==> config.mk <==
export PLATFORM = sky130hd
export DESIGN_NAME = uart_cmd_rx
export DESIGN_NICKNAME = d
export VERILOG_FILES = /design/src/rtl/uart_cmd_rx.sv
export SDC_FILE = /design/constraint.sdc
export NUM_CORES = 1
export LEC_CHECK = 0
export BUFFER_PORTS_ARGS = -buffer_cell sky130_fd_sc_hd__buf_2
export CORE_MARGIN = 5
export CORE_UTILIZATION = 35
export CTS_BUF_LIST = sky130_fd_sc_hd__clkbuf_2
export CTS_CLUSTER_DIAMETER = 120
export DETAILED_ROUTE_END_ITERATION = 6
export PLACE_DENSITY = 0.5
export SYNTH_ARGS = -nofsm -noshare
export SYNTH_HDL_FRONTEND = slang
export SYNTH_SLANG_ARGS = --single-unit
==> constraint.sdc <==
create_clock -name clk -period 4.2 [get_ports clk]
set_input_delay 0.42 -clock clk [delete_from_list [all_inputs] [get_ports clk]]
set_output_delay 0.42 -clock clk [all_outputs]
set_load 0.02 [all_outputs]
==> src/rtl/uart_cmd_rx.sv <==
// uart_cmd_rx: rebuilds a 16-bit command from two UART frames (start, 8 data MSB first, odd parity, stop).
// Optional build macro UART_RX_MAJORITY_EN selects 2-of-3 majority sampling around mid-bit.
module uart_cmd_rx #(
  parameter int unsigned CLKS_PER_BIT = 16,
  parameter int unsigned GAP_BITS     = 22
) (
  input  logic        clk,
  input  logic        rst_n,
  input  logic        rx,
  output logic [15:0] cmd_out,
  output logic        cmd_vld,
  input  logic        cmd_rdy,
  output logic        par_err,
  output logic        frm_err,
  output logic        to_err,
  output logic        ovf,
  output logic        busy
);

  localparam int unsigned CNT_W   = $clog2(CLKS_PER_BIT + 2);
  localparam int unsigned GAP_CYC = GAP_BITS * CLKS_PER_BIT;
  localparam int unsigned GAP_W   = $clog2(GAP_CYC + 1);
`ifdef UART_RX_MAJORITY_EN
  localparam int unsigned START_LOAD = CLKS_PER_BIT / 2 + 1;
`else
  localparam int unsigned START_LOAD = CLKS_PER_BIT / 2;
`endif

  typedef enum logic [2:0] {
    S_IDLE, S_START, S_DATA, S_PARITY, S_STOP, S_GAP, S_BREAK
  } state_t;

  state_t           state_q, state_d;
  logic             rx_s1, rx_s2, rx_prev;
  logic [CNT_W-1:0] cnt_q, cnt_d;
  logic [2:0]       bcnt_q, bcnt_d;
  logic [7:0]       shreg_q, shreg_d;
  logic [7:0]       hi_q, hi_d;
  logic             byte_idx_q, byte_idx_d;
  logic             par_bad_q, par_bad_d;
  logic [GAP_W-1:0] gap_q, gap_d;
  logic             fall_c, tick_c, smp_c;
  logic             par_c, frm_c, to_c, commit_c;

  // Two-flop synchronizer plus one history stage for falling-edge detection
  always_ff @(posedge clk or negedge rst_n) begin
    if (!rst_n) begin
      rx_s1   <= 1'b1;
      rx_s2   <= 1'b1;
      rx_prev <= 1'b1;
    end else begin
      rx_s1   <= rx;
      rx_s2   <= rx_s1;
      rx_prev <= rx_s2;
    end
  end

`ifdef UART_RX_MAJORITY_EN
  logic rx_prev2;

  always_ff @(posedge clk or negedge rst_n) begin
    if (!rst_n) rx_prev2 <= 1'b1;
    else        rx_prev2 <= rx_prev;
  end

  // Decision at mid+1 from samples at mid-1, mid, mid+1
  assign smp_c = (rx_s2 & rx_prev) | (rx_s2 & rx_prev2) | (rx_prev & rx_prev2);
`else
  assign smp_c = rx_s2;
`endif

  assign fall_c = rx_prev & ~rx_s2;
  assign tick_c = (cnt_q == '0);

  // State and datapath registers
  always_ff @(posedge clk or negedge rst_n) begin
    if (!rst_n) begin
      state_q    <= S_IDLE;
      cnt_q      <= '0;
      bcnt_q     <= '0;
      shreg_q    <= '0;
      hi_q       <= '0;
      byte_idx_q <= 1'b0;
      par_bad_q  <= 1'b0;
      gap_q      <= '0;
    end else begin
      state_q    <= state_d;
      cnt_q      <= cnt_d;
      bcnt_q     <= bcnt_d;
      shreg_q    <= shreg_d;
      hi_q       <= hi_d;
      byte_idx_q <= byte_idx_d;
      par_bad_q  <= par_bad_d;
      gap_q      <= gap_d;
    end
  end

  // Next-state and event decode
  always_comb begin
    state_d    = state_q;
    cnt_d      = cnt_q;
    bcnt_d     = bcnt_q;
    shreg_d    = shreg_q;
    hi_d       = hi_q;
    byte_idx_d = byte_idx_q;
    par_bad_d  = par_bad_q;
    gap_d      = gap_q;
    par_c      = 1'b0;
    frm_c      = 1'b0;
    to_c       = 1'b0;
    commit_c   = 1'b0;

    if (state_q == S_START || state_q == S_DATA ||
        state_q == S_PARITY || state_q == S_STOP) begin
      cnt_d = tick_c ? CNT_W'(CLKS_PER_BIT - 1) : cnt_q - CNT_W'(1);
    end

    case (state_q)
      S_IDLE: begin
        if (fall_c) begin
          state_d = S_START;
          cnt_d   = CNT_W'(START_LOAD);
        end
      end
      S_START: begin
        if (tick_c) begin
          if (smp_c) begin
            // False start: resume where we were, gap timer untouched
            state_d = byte_idx_q ? S_GAP : S_IDLE;
          end else begin
            state_d = S_DATA;
            bcnt_d  = '0;
          end
        end
      end
      S_DATA: begin
        if (tick_c) begin
          shreg_d = {shreg_q[6:0], smp_c};
          bcnt_d  = bcnt_q + 3'd1;
          if (bcnt_q == 3'd7) state_d = S_PARITY;
        end
      end
      S_PARITY: begin
        if (tick_c) begin
          par_bad_d = (smp_c != ~^shreg_q);
          state_d   = S_STOP;
        end
      end
      S_STOP: begin
        if (tick_c) begin
          if (!smp_c) begin
            frm_c      = 1'b1;
            byte_idx_d = 1'b0;
            state_d    = S_BREAK;
          end else if (par_bad_q) begin
            par_c      = 1'b1;
            byte_idx_d = 1'b0;
            state_d    = S_IDLE;
          end else if (!byte_idx_q) begin
            hi_d       = shreg_q;
            byte_idx_d = 1'b1;
            gap_d      = GAP_W'(1);
            state_d    = S_GAP;
          end else begin
            commit_c   = 1'b1;
            byte_idx_d = 1'b0;
            state_d    = S_IDLE;
          end
        end
      end
      S_GAP: begin
        if (fall_c) begin
          state_d = S_START;
          cnt_d   = CNT_W'(START_LOAD);
        end else if (gap_q == GAP_W'(GAP_CYC - 1)) begin
          to_c       = 1'b1;
          byte_idx_d = 1'b0;
          state_d    = S_IDLE;
        end else begin
          gap_d = gap_q + GAP_W'(1);
        end
      end
      S_BREAK: begin
        if (rx_s2) state_d = S_IDLE;
      end
      default: state_d = S_IDLE;
    endcase
  end

  // Output holding register, handshake and error pulses
  always_ff @(posedge clk or negedge rst_n) begin
    if (!rst_n) begin
      cmd_out <= '0;
      cmd_vld <= 1'b0;
      par_err <= 1'b0;
      frm_err <= 1'b0;
      to_err  <= 1'b0;
      ovf     <= 1'b0;
      busy    <= 1'b0;
    end else begin
      par_err <= par_c;
      frm_err <= frm_c;
      to_err  <= to_c;
      ovf     <= 1'b0;
      busy    <= (state_d != S_IDLE);
      if (commit_c) begin
        if (!cmd_vld || cmd_rdy) begin
          cmd_out <= {hi_q, shreg_q};
          cmd_vld <= 1'b1;
        end else begin
          ovf <= 1'b1;
        end
      end else if (cmd_vld && cmd_rdy) begin
        cmd_vld <= 1'b0;
      end
    end
  end

endmodule

* After elaboration in Yosys (flattened, before gate mapping)
Cells that the tools add are included.
** Word-level totals
- Register bits after elaboration :: 63
- Bits in latches :: 0
- Memory bits (writable) :: 0
- Memory bits (read-only) :: 0
- Output and inout bits :: 22
- Logic and storage cells :: 124
- Memories kept :: 0
** Cells by class
- $add $sub $neg :: 3
- Multiply operators :: 0
- Div/mod/pow operators :: 0
- Magnitude comparators :: 0
- Equal/unequal tests :: 20
- Shift-type cells :: 0
- Multiplexer cells :: 57
- Bitwise operators :: 4
- Reductions and logical operators :: 22
** Operator list (number)
- two-way mux 9 bit :: 6
- two-way mux 3 bit :: 17
- two-way mux 1 bit :: 26
- one-hot mux 3 bit (7 select lines) :: 1
- two-way mux 5 bit :: 4
- != test 2 bit (second input constant) :: 10
- one-hot mux 9 bit (2 select lines) :: 1
- == test 3 bit (second input constant) :: 4
- adder 9 x 1 -> 9 bit (second input constant) :: 1
- == test 9 bit (second input constant) :: 1
- AND reduction 2 bit :: 4
- AND reduction 4 bit :: 2
- XNOR reduction 8 bit :: 1
- AND reduction 7 bit :: 1
- == test 3 x 2 -> 1 bit (second input constant) :: 2
- one-hot mux 3 bit (2 select lines) :: 1
- nonzero test 2 bit :: 3
- zero test 5 bit :: 1
- AND reduction 5 bit :: 1
- subtractor 5 x 1 -> 5 bit (second input constant) :: 1
- logical OR 1 bit :: 4
- adder 3 x 1 -> 3 bit (second input constant) :: 1
- == test 3 x 1 -> 1 bit (second input constant) :: 1
- zero test 3 bit :: 1
- other kinds (9) :: 11

* Depth between registers and ports, before layout
Gate-level depths: netlist of run 1.
- Word-level depth :: 7
- Gate-level depth with buffers :: 8
- Depth with buffers taken out :: 7

* Worst setup path before layout of run 1
OpenSTA, ideal clock, no wires.
- Path type :: register to register
- Start :: register cnt_q[0]
- End :: register busy
- Setup time :: 132 ps
- Arrival :: 2013 ps
- Slack :: 2055 ps
- Stages on the path, launching flop included :: 9
- Path buffers :: 1
- Period minus slack after synthesis :: 2145 ps
- Cell sequence :: dfrtp_1 -> inv_1 -> ha_1 -> or4b_1 -> buf_2 -> nor2_1 -> o21ai_1 -> a221o_1 -> or3b_1
** Between the ends
- Word-level cells in the longest chain between the ends :: 4
- Elaborated cells between the ends (all ways) :: 7
- Those cells by class :: mux (5); reduce/logical (2)
** Ends and longest elaborated chain
- start: declaration :: line 35 : logic [CNT_W-1:0] cnt_q, cnt_d;
- start signal: assignment :: line 88 : cnt_q <= cnt_d;
- zero test 5 bit (*) :: line 73 : assign tick_c = (cnt_q == '0);
- two-way mux 3 bit (on tied branches)
- one-hot mux 3 bit (7 select lines) (*) :: line 118 : case (state_q)
- net state_d[2] :: line 33 : state_t state_q, state_d;
- nonzero test 3 bit (*) :: line 205 : busy <= (state_d != S_IDLE);
- end signal: assignment :: line 205
- end: declaration :: line 17 : output logic busy
The timed path passes the listed nets; every way through them passes the cells marked *.
A chain may end at the register's enable or synchronous reset.

* Worst setup path after layout of run 1
- Start :: register cnt_q[0]
- End :: register hi_q[6]
** Between the ends
- Word-level cells in the longest chain between the ends :: 2
** Ends and longest elaborated chain
- zero test 5 bit :: line 73
- AND reduction 5 bit (no source line)
- end signal: assignment :: line 91 : hi_q <= hi_d;
- end: declaration :: line 38 : logic [7:0] hi_q, hi_d;
Every way passes these cells.

==> impl_metrics.py, run 1 <==
metrics = {
    "synth": {
        "synth.avg_cell_area_sq_um": 12.0,
        "asyncSetResetFlopFracSynth_pct": 100,
        "synthTopCellsByArea": "sky130_fd_sc_hd__dfrtp_1 53%, sky130_fd_sc_hd__mux2_2 13%, sky130_fd_sc_hd__xnor2_1 4.3%",
        "yosys_most_used_dff": "sky130_fd_sc_hd__dfrtp_1",
        "netlist.area_leader.share_pct": 52.6,
        "synthesis.instances": 239,
        "yosys_warnings": 0,
        "mappedNetlistArea_sq_um": 2860,
        "synth_edf_count": 0,
        "synth_cell_types": 46,
        "ys_seq_elements": 63,
        "post-synth-top-area-cell": "sky130_fd_sc_hd__dfrtp_1",
        "synthesis.nets": 248,
        "post_synthesis_sequential_area_ratio_pct": 55.3,
    },
    "setup_path": {
        "crit_buf_inv": 1,
        "worst_ep_arrival_time_ps": 3020,
        "crit_fanout": 18,
        "r2r_setup_slack_ps": 1560,
        "path_cells": "inv_1 -> ha_1 -> nor4b_4 -> nand2_2 -> nor4_4 -> mux2_2",
        "worst_path_max_delay_cell": "sky130_fd_sc_hd__nor4_4",
        "timing.setup.critical_path_class": "reg -> reg",
        "r2r_start": "cnt_q[0]",
        "critical_path.max_stage_delay_ps": 860,
        "rr_endpoint": "hi_q[6]",
        "worst_setup_path_end_kind": "flop",
        "worstSetupStartpointType": "flop",
        "timing.critical_path.max_delay_family": "simple AND/OR/NAND/NOR gates",
        "cell_count_of_the_worst_reg_to_reg_path": 6,
        "cp-startpoint": "cnt_q[0]",
        "crit_required_ps": 4580,
    },
    "min_path": {
        "hold_class": "in -> async",
    },
    "global_route": {
        "pin_count_of_the_biggest_net_entering_global_routing": 64,
        "first_global_vias": 1841,
        "antenna_found_initial": 0,
        "global_route.overflow_total": 0,
        "global_route.usage.total_pct": 11.4,
        "global_route_wire_length_before_repair_microns": 9020,
    },
    "drt": {
        "route.vias.total": 1848,
        "wl_per_cell_microns": 13.8,
        "detailed_router_s_first_iteration_violation_count": 146,
        "detailroute.wirelength.met3_microns": 185,
        "topRoutingLayerUsed": "met4",
        "first_pass_iters": 4,
        "routed-wl-met2_microns": 2470,
        "route.detailed.vias_per_inst": 4.90,
        "detail_route.drc_violations": 0,
        "wire_length_on_met1_microns": 2470,
        "totalWireLength_microns": 5190,
        "antenna_left": 0,
    },
    "sta": {
        "rsz0062_at_grt": "false",
        "slew-limit-headroom_pct": 32.2,
        "fin_skew_ps": 21.8,
        "setup_total_negative_slack_ps": 0,
        "hold_violations": 0,
        "min_period_ps": 2640,
        "timing_limited_maximum_frequency_mhz": 380,
        "maxSlewViolCount": 0,
        "fin_crit_sh_pct": 62.7,
        "worst_pin_slew_ps": 1010,
        "fin_ws_ps": 1560,
        "finalSetupViolCount": 0,
    },
    "clocking": {
        "clock_tree.buffer_depth": 2,
        "numCtsBuffers": 9,
        "htreeDepth": 3,
        "clkTransAtPathRegs_ps": 170,
        "post-cts-setup-buffer-count": 0,
        "count_of_clock_tree_sinks": 63,
        "clk-insertion-delay-late_ps": 480,
        "clock_tree.root_cell": "sky130_fd_sc_hd__clkbuf_2",
        "clock_tree_from_tritoncts": "built",
    },
    "cells_and_area": {
        "design_area_sq_um": 3190,
        "postLayoutCoreUtil_pct": 39.4,
        "layout.cells.most_common_list": "60 x sky130_fd_sc_hd__dfrtp_1, 33 x sky130_fd_sc_hd__mux2_2, 25 x sky130_fd_sc_hd__buf_2, 24 x sky130_fd_sc_hd__nor2_1, 14 x sky130_fd_sc_hd__xnor2_1",
        "layout-area-overhead-vs-synth_pct": 11.7,
        "post_route_cells_drive_above_1_share_pct": 29.8,
        "number_of_nets_in_the_layout": 277,
        "insertedDiodeCount": 0,
        "layout.cells.most_common": "sky130_fd_sc_hd__dfrtp_1",
    },
    "placed_design": {
        "placed_cell_area_sq_um": 3080,
        "buffers_on_ports": 25,
        "place.detailed.hpwl_microns": 3470,
        "dp_slack_ps": 1520,
        "globalplace.congestion": 0.735,
    },
    "power_and_ir_drop": {
        "pwr_density_cell_nw_per_um2": 431,
        "total_power_w": 0.00137,
        "static-leakage-power_nw": 1.56,
        "irDropWorstVdd_uv": 161,
    },
    "floorplanning": {
        "std_cell_rows": 33,
        "total_core_area_sq_um": 8090,
        "io-pin-count": 26,
        "dieWidth_microns": 100,
        "dieHeight_microns": 100,
        "die-area_sq_um": 10100,
        "start_util_pct": 35.3,
    },
    "outcome": {
        "outcome": "finished clean",
    },
    "run": {
        "timing.max_cap.violations": 0,
    },
}
[layout make-up]
cell class / instances / area [sq um]
multi-input combinational: 164 / 1220
tap: 105 / 131
timing repair buffer: 27 / 143
clock inverter: 5 / 50.0
fill: 837 / 4900
sequential: 63 / 1580
clock buffer: 10 / 50.0
inverter: 3 / 11.3
[cells by family after synthesis]
group | share of synthesized area, %
and+or+nand+nor | 16.3
xor gates and xnor gates | 4.91
DFF | 55.3
AOI/OAI and AO/OA | 6.13
muxes | 13.4
buffers and inverters | 1.84
adders and majority gates | 2.19
[where the power goes]
group / switching (W) / total (W) / internal, W
combinational: 0.000128 / 0.000266 / 0.000138
clock: 0.000208 / 0.000340 / 0.000132
sequential: 0.0000953 / 0.000768 / 0.000673
total: 0.000432 / 0.00137 / 0.000942
[stage by stage]
stage | instances | hold WS, ps
detailed placement | 361 | 347
floorplan | 239 | 124
global route | 377 | 90.3
global placement | 361 | 347
finish | 377 | 60.4
CTS | 377 | 69.2
[routing by layer]
metal | GRT usage, % | vias to the layer above
met5 | 0 | -
met4 | 5.49 | 0
met3 | 3.68 | 5
met2 | 17.2 | 24
met1 | 14.8 | 914
li1 | - | 905
[Yosys cell counts, drive strengths merged (3+ instances only)]
master	count
nor2	25
nand2b	6
nand4	3
mux2	33
nor4	4
nand2	14
inv	3
and2	3
xnor2	14
clkbuf	5
a31oi	4
buf	4
a21oi	6
nor3	7
dfstp	3
ha	5
nor2b	3
o21ai	11
dfrtp	60
nor4b	3
[registers in the layout, indices dropped and copies added (netlist names), 3 cells and up]
signal and count:
cmd_out 16, shreg_q 8, hi_q 8, gap_q 9, state_q 3, bcnt_q 3
cnt_q 5
[worst max path at each step]
| stage | end | slack [ps] | cells past startpoint |
|---|---|---|---|
| after global placement | hi_q[5] | 1610 | 6 |
| after CTS | hi_q[6] | 1500 | 6 |
| after detailed placement | hi_q[6] | 1520 | 6 |
| after global routing | hi_q[4] | 1310 | 6 |
| after floorplan | busy | 2060 | 8 |
| final | hi_q[6] | 1560 | 6 |
[timing repair]
action / CTS / global route
endpoints found under the setup margin: 0 / 0
gates resized for setup: 0 / 0
endpoints found under the hold margin: 1 / 0
hold buffers: 1 / 0
Power figures use the tool's default switching activity.
==> run 2, diff against run 1 <==
--- a/config.mk
+++ b/config.mk
@@ -11,7 +11,7 @@
 export CTS_BUF_LIST = sky130_fd_sc_hd__clkbuf_2
 export CTS_CLUSTER_DIAMETER = 120
 export DETAILED_ROUTE_END_ITERATION = 6
-export PLACE_DENSITY = 0.5
+export PLACE_DENSITY = 0.52
 export SYNTH_ARGS = -nofsm -noshare
 export SYNTH_HDL_FRONTEND = slang
 export SYNTH_SLANG_ARGS = --single-unit
==> constraint.sdc (replaced) <==
create_clock -name clk -period 2.13 [get_ports clk]
set_input_delay 0.213 -clock clk [delete_from_list [all_inputs] [get_ports clk]]
set_output_delay 0.213 -clock clk [all_outputs]
set_load 0.02 [all_outputs]
==> impl_metrics.py, run 2 (same netlist as run 1, synthesis figures left out) <==
metrics = {
    "sta": {
        "fin_hold_ws_ps": 281,
        "slew-limit-headroom_pct": 57.3,
        "worst_pin_slew_ps": 640,
        "fin_crit_sh_pct": 97.0,
        "min_period_ps": 2070,
        "rsz0062_at_grt": "true",
        "setup_total_negative_slack_ps": 0,
        "maxSlewViolCount": 0,
        "timing_limited_maximum_frequency_mhz": 484,
        "hold_violations": 0,
        "finalSetupViolCount": 0,
        "fin_skew_ps": 25.0,
    },
    "cells_and_area": {
        "design_area_sq_um": 3420,
        "largest_reg_flops": 16,
        "largest_registers": "cmd_out x16, gap_q x9",
        "layout.cells.most_common_list": "60 x sky130_fd_sc_hd__dfrtp_1, 33 x sky130_fd_sc_hd__mux2_2, 25 x sky130_fd_sc_hd__buf_2, 23 x sky130_fd_sc_hd__nor2_1, 21 x sky130_fd_sc_hd__buf_4",
        "instances_no_fill": 403,
        "number_of_nets_in_the_layout": 302,
        "postLayoutCoreUtil_pct": 42.3,
        "insertedDiodeCount": 0,
        "layout.cells.most_common": "sky130_fd_sc_hd__dfrtp_1",
        "post_route_cells_drive_above_1_share_pct": 37.6,
        "regMostFlops": "cmd_out",
        "layout-area-overhead-vs-synth_pct": 19.8,
        "fill_cells": 798,
    },
    "global_route": {
        "global_route.usage.total_pct": 12.0,
        "global_route_wire_length_before_repair_microns": 9530,
        "global_route.overflow_total": 0,
        "pin_count_of_the_biggest_net_entering_global_routing": 30,
        "first_global_vias": 1990,
        "antenna_found_initial": 0,
    },
    "clocking": {
        "clkTransAtPathRegs_ps": 200,
        "clock_tree.root_cell": "sky130_fd_sc_hd__clkbuf_2",
        "clock_tree.buffer_depth": 2,
        "count_of_clock_tree_sinks": 63,
        "clk-insertion-delay-late_ps": 470,
        "clock_tree_from_tritoncts": "built",
        "htreeDepth": 3,
        "numCtsBuffers": 9,
    },
    "drt": {
        "antenna_left": 0,
        "route.vias.total": 1935,
        "route.detailed.vias_per_inst": 4.80,
        "wl_per_cell_microns": 12.9,
        "detailed_router_s_first_iteration_violation_count": 103,
        "detail_route.drc_violations": 0,
        "totalWireLength_microns": 5210,
        "first_pass_iters": 4,
    },
    "power_and_ir_drop": {
        "internal_power_summed_over_all_cells_w": 0.00188,
        "power_frac_comb_pct": 26.3,
        "irDropWorstVdd_uv": 411,
        "pwr-share-seq_pct": 52.0,
        "switching_share_pct": 33.0,
        "netSwitchingPower_w": 0.000923,
        "pwr_density_cell_nw_per_um2": 818,
        "static-leakage-power_nw": 1.69,
        "p_clk_share_pct": 21.7,
    },
    "setup_path": {
        "cp-startpoint": "cnt_q[1]",
        "crit_fanout": 4,
        "r2r_setup_slack_ps": 60,
        "timing.setup.critical_path_class": "reg -> reg",
        "worstSetupStartpointType": "flop",
        "worst_setup_path_end_kind": "flop",
        "r2r_start": "cnt_q[1]",
        "cell_count_of_the_worst_reg_to_reg_path": 7,
        "rr_endpoint": "busy",
        "worst_ep_arrival_time_ps": 2420,
        "crit_required_ps": 2490,
        "worst_setup_endpoint": "busy",
    },
    "floorplanning": {
        "total_core_area_sq_um": 8090,
        "std_cell_rows": 33,
        "dieWidth_microns": 100,
        "die-area_sq_um": 10100,
        "start_util_pct": 35.3,
        "io-pin-count": 26,
        "dieHeight_microns": 100,
    },
    "placed_design": {
        "placed_cell_area_sq_um": 3270,
        "globalplace.congestion": 0.804,
        "buffers_on_ports": 25,
        "numPlacedInstances": 384,
        "place.detailed.hpwl_microns": 3790,
    },
    "run": {
        "timing.max_cap.violations": 0,
    },
    "min_path": {
        "hold_class": "in -> async",
    },
    "outcome": {
        "outcome": "finished clean",
    },
}
run 2: worst max-delay path: stages, from the launching register on:
cell,delay (ps)
sky130_fd_sc_hd__dfrtp_1,430
sky130_fd_sc_hd__inv_2,80
sky130_fd_sc_hd__ha_4,140
sky130_fd_sc_hd__or4b_4,480
sky130_fd_sc_hd__nor2_2,100
sky130_fd_sc_hd__o21ai_1,60
sky130_fd_sc_hd__a221o_1,330
sky130_fd_sc_hd__or3b_1,350
run 2: how the worst min path moves through the flow:
stage	start	to	slack (ps)	depth (start not counted)
after floorplan	rst_n	bcnt_q[0]	-80	0
after global placement	rst_n	gap_q[8]	290	1
after detailed placement	rst_n	gap_q[8]	280	1
after CTS	rst_n	shreg_q[4]	250	2
after global routing	rst_n	bcnt_q[0]	260	2
final	rst_n	shreg_q[4]	280	2
run 2: layout make-up:
| class | instances | area, sq um | area share [%] |
|---|---|---|---|
| Timing Repair Buffer | 52 | 355 | 10.4 |
| Tap cell | 105 | 131 | 3.84 |
| Inverter | 3 | 11.3 | 0.329 |
| Multi-Input combinational cell | 164 | 1250 | 36.5 |
| Sequential cell | 63 | 1580 | 46.2 |
| Clock inverter | 6 | 46.3 | 1.35 |
| Clock buffer | 10 | 50.0 | 1.46 |
run 2: metrics by stage:
step	total power, W	setup WS [ps]
floorplan	0.00193	28.2
global placement	0.00219	46.2
detailed placement	0.00219	-2.74
CTS	0.00283	7.56
global route	0.00303	-42.1
finish	0.00280	64.3
run 2: what timing repair did:
action | 4_1_cts | 5_1_grt
hold buffers | 3 | 0
endpoints found under the hold margin | 25 | 0
resized for setup | 1 | 7
endpoints found under the setup margin | 1 | 19
setup buffers | 0 | 0
pin swaps | 0 | 1
run 2: routing by layer:
metal,up-vias,part of all wire [%],GRT usage (%)
li1,952,-,-
met1,942,49,16.3
met2,31,45,17.7
met3,10,4.2,3.47
met4,0,1.8,5.28
met5,-,0,0
run 2: power groups by stage:
stage | combinational [W] | clock, W | sequential, W
4_1_cts | 0.000725 | 0.000651 | 0.00146
3_3_place_gp | 0.000707 | 0 | 0.00148
6_report | 0.000737 | 0.000607 | 0.00146
2_1_floorplan | 0.000463 | 0 | 0.00147
5_1_grt | 0.000846 | 0.000702 | 0.00148
3_5_place_dp | 0.000715 | 0 | 0.00148
==> run 3, diff against run 2 <==
--- a/config.mk
+++ b/config.mk
@@ -11,7 +11,7 @@
 export CTS_BUF_LIST = sky130_fd_sc_hd__clkbuf_2
 export CTS_CLUSTER_DIAMETER = 120
 export DETAILED_ROUTE_END_ITERATION = 6
-export PLACE_DENSITY = 0.52
+export PLACE_DENSITY = 0.57
 export SYNTH_ARGS = -nofsm -noshare
 export SYNTH_HDL_FRONTEND = slang
 export SYNTH_SLANG_ARGS = --single-unit
==> impl_metrics.py, run 3 (same netlist as run 1, synthesis figures left out) <==
metrics = {
    "floorplanning": {
        "io-pin-count": 26,
        "die-area_sq_um": 10100,
        "total_core_area_sq_um": 8090,
        "std_cell_rows": 33,
        "dieWidth_microns": 100,
        "start_util_pct": 35.3,
        "dieHeight_microns": 100,
    },
    "global_route": {
        "use_met3_pct": 3.54,
        "global_route.peak_usage_layer": "met2",
        "first_global_vias": 1969,
        "antenna_found_initial": 0,
        "groute.layer.met1.usage_pct": 14.5,
        "pin_count_of_the_biggest_net_entering_global_routing": 64,
        "global_route.overflow_total": 0,
        "global_route.usage.total_pct": 11.3,
        "met2_track_usage_gr_pct": 17.8,
        "global_route_wire_length_before_repair_microns": 9220,
    },
    "cells_and_area": {
        "layout-area-overhead-vs-synth_pct": 19.8,
        "layout.cells.most_common": "sky130_fd_sc_hd__dfrtp_1",
        "regMostFlops": "cmd_out",
        "insertedDiodeCount": 0,
        "instances_no_fill": 400,
        "number_of_nets_in_the_layout": 299,
        "largest_registers": "cmd_out x16, gap_q x9",
        "layout.cells.most_common_list": "60 x sky130_fd_sc_hd__dfrtp_1, 33 x sky130_fd_sc_hd__mux2_2, 25 x sky130_fd_sc_hd__buf_2, 23 x sky130_fd_sc_hd__nor2_1, 21 x sky130_fd_sc_hd__buf_4",
        "largest_reg_flops": 16,
        "fill_cells": 836,
        "post_route_cells_drive_above_1_share_pct": 36.9,
    },
    "drt": {
        "wl_per_cell_microns": 13.3,
        "first_pass_iters": 4,
        "route.detailed.vias_per_inst": 4.86,
        "detailed_router_s_first_iteration_violation_count": 79,
        "route.vias.total": 1944,
        "detail_route.drc_violations": 0,
        "antenna_left": 0,
        "totalWireLength_microns": 5300,
    },
    "sta": {
        "hold_violations": 0,
        "maxSlewViolCount": 0,
        "setup_total_negative_slack_ps": -49.5,
        "fin_skew_ps": 32.0,
        "worst_pin_slew_ps": 780,
        "fin_crit_sh_pct": 102,
        "timing_limited_maximum_frequency_mhz": 459,
        "fin_ws_ps": -49.5,
        "rsz0062_at_grt": "true",
        "slew-limit-headroom_pct": 48.0,
        "finalSetupViolCount": 1,
        "min_period_ps": 2180,
    },
    "placed_design": {
        "buffers_on_ports": 25,
        "place.detailed.hpwl_microns": 3430,
        "globalplace.congestion": 0.810,
        "numPlacedInstances": 379,
        "dp_slack_ps": -38.4,
    },
    "setup_path": {
        "cp-startpoint": "cnt_q[1]",
        "worst_setup_path_end_kind": "flop",
        "timing.setup.critical_path_class": "reg -> reg",
        "worst_ep_arrival_time_ps": 2530,
        "path_cells": "inv_2 -> ha_4 -> or4b_4 -> nor2_2 -> o21ai_1 -> a221o_1 -> or3b_1",
        "crit_required_ps": 2480,
        "r2r_start": "cnt_q[1]",
        "worstSetupStartpointType": "flop",
        "crit_fanout": 5,
        "critical_path.max_stage_delay_ps": 500,
        "worst_path_max_delay_cell": "sky130_fd_sc_hd__or4b_4",
    },
    "outcome": {
        "outcome": "finished, violations left",
        "failing_checks": "setup timing",
    },
    "clocking": {
        "htreeDepth": 3,
        "clock_tree.buffer_depth": 2,
        "clock_tree.root_cell": "sky130_fd_sc_hd__clkbuf_2",
        "clkTransAtPathRegs_ps": 160,
        "clk-insertion-delay-late_ps": 480,
        "count_of_clock_tree_sinks": 63,
        "numCtsBuffers": 9,
        "clock_tree_from_tritoncts": "built",
    },
    "min_path": {
        "hp-start": "cmd_rdy",
        "hold_class": "in -> reg",
    },
    "power_and_ir_drop": {
        "pwr_density_cell_nw_per_um2": 884,
        "static-leakage-power_nw": 1.69,
        "irDropWorstVdd_uv": 401,
    },
    "run": {
        "timing.max_cap.violations": 0,
    },
}
==> run 3: layout make-up <==
class	instances	area (sq um)	share of cell area, %
inverters	3	11.3	0.329
clock buffers	10	50.0	1.46
well taps	105	131	3.84
multi-input cells	164	1240	36.3
repair buffers	49	323	9.43
flip-flops and latches	63	1580	46.2
clock inverters	6	85.1	2.49
==> run 3: power by group <==
group	switching [W]	total, W	leakage [nW]	internal, W
registers	0.000134	0.00146	0.843	0.00133
clock network	0.000430	0.000820	0.0795	0.000390
logic	0.000355	0.000747	0.765	0.000392
total	0.000919	0.00303	1.69	0.00211
==> run 3: per-stage QoR <==
| step | utilization (%) | hold WS (ps) | instance area, sq um | total power (W) |
|---|---|---|---|---|
| floorplan | - | -82.6 | 2860 | 0.00193 |
| global placement | 39.9 | 324 | 3230 | 0.00217 |
| detailed placement | 39.9 | 320 | 3230 | 0.00218 |
| CTS | 42.0 | 7.48 | 3400 | 0.00303 |
| global route | 42.3 | 14.6 | 3420 | 0.00323 |
| finish | 42.3 | 43.8 | 3420 | 0.00303 |
==> run 3: worst max-delay path, delay by kind of cell (launching register included) <==
kind                       cells  cell delay [ps]
and+or+nand+nor                3             1000
DFF                            1              420
AOI/OAI and AO/OA              2              440
adders and majority gates      1              130
buffers and inverters          1               80
==> run 3: path summary, 6_finish.rpt <==
path	end	slack (ps)	cells past startpoint
min in group asynchronous	hi_q[5]	410	3
min reg2reg	rx_s2	370	0
max in group asynchronous	gap_q[0]	1190	3
min	ovf	40	3
max reg2reg	busy	-50	7
max	busy	-50	7
==> run 3: layer usage <==
layer,wire (microns),vias to the layer above
li1,-,945
met1,2530,959
met2,2530,32
met3,169,8
met4,73,0
met5,0,-
==> run 3: what timing repair did <==
action,4_1_cts,5_1_grt
hold buffers,2,0
gates resized for setup,1,4
setup endpoints to repair,1,13
endpoints found under the hold margin,61,0
pin swaps,0,3
buffers inserted,1,2
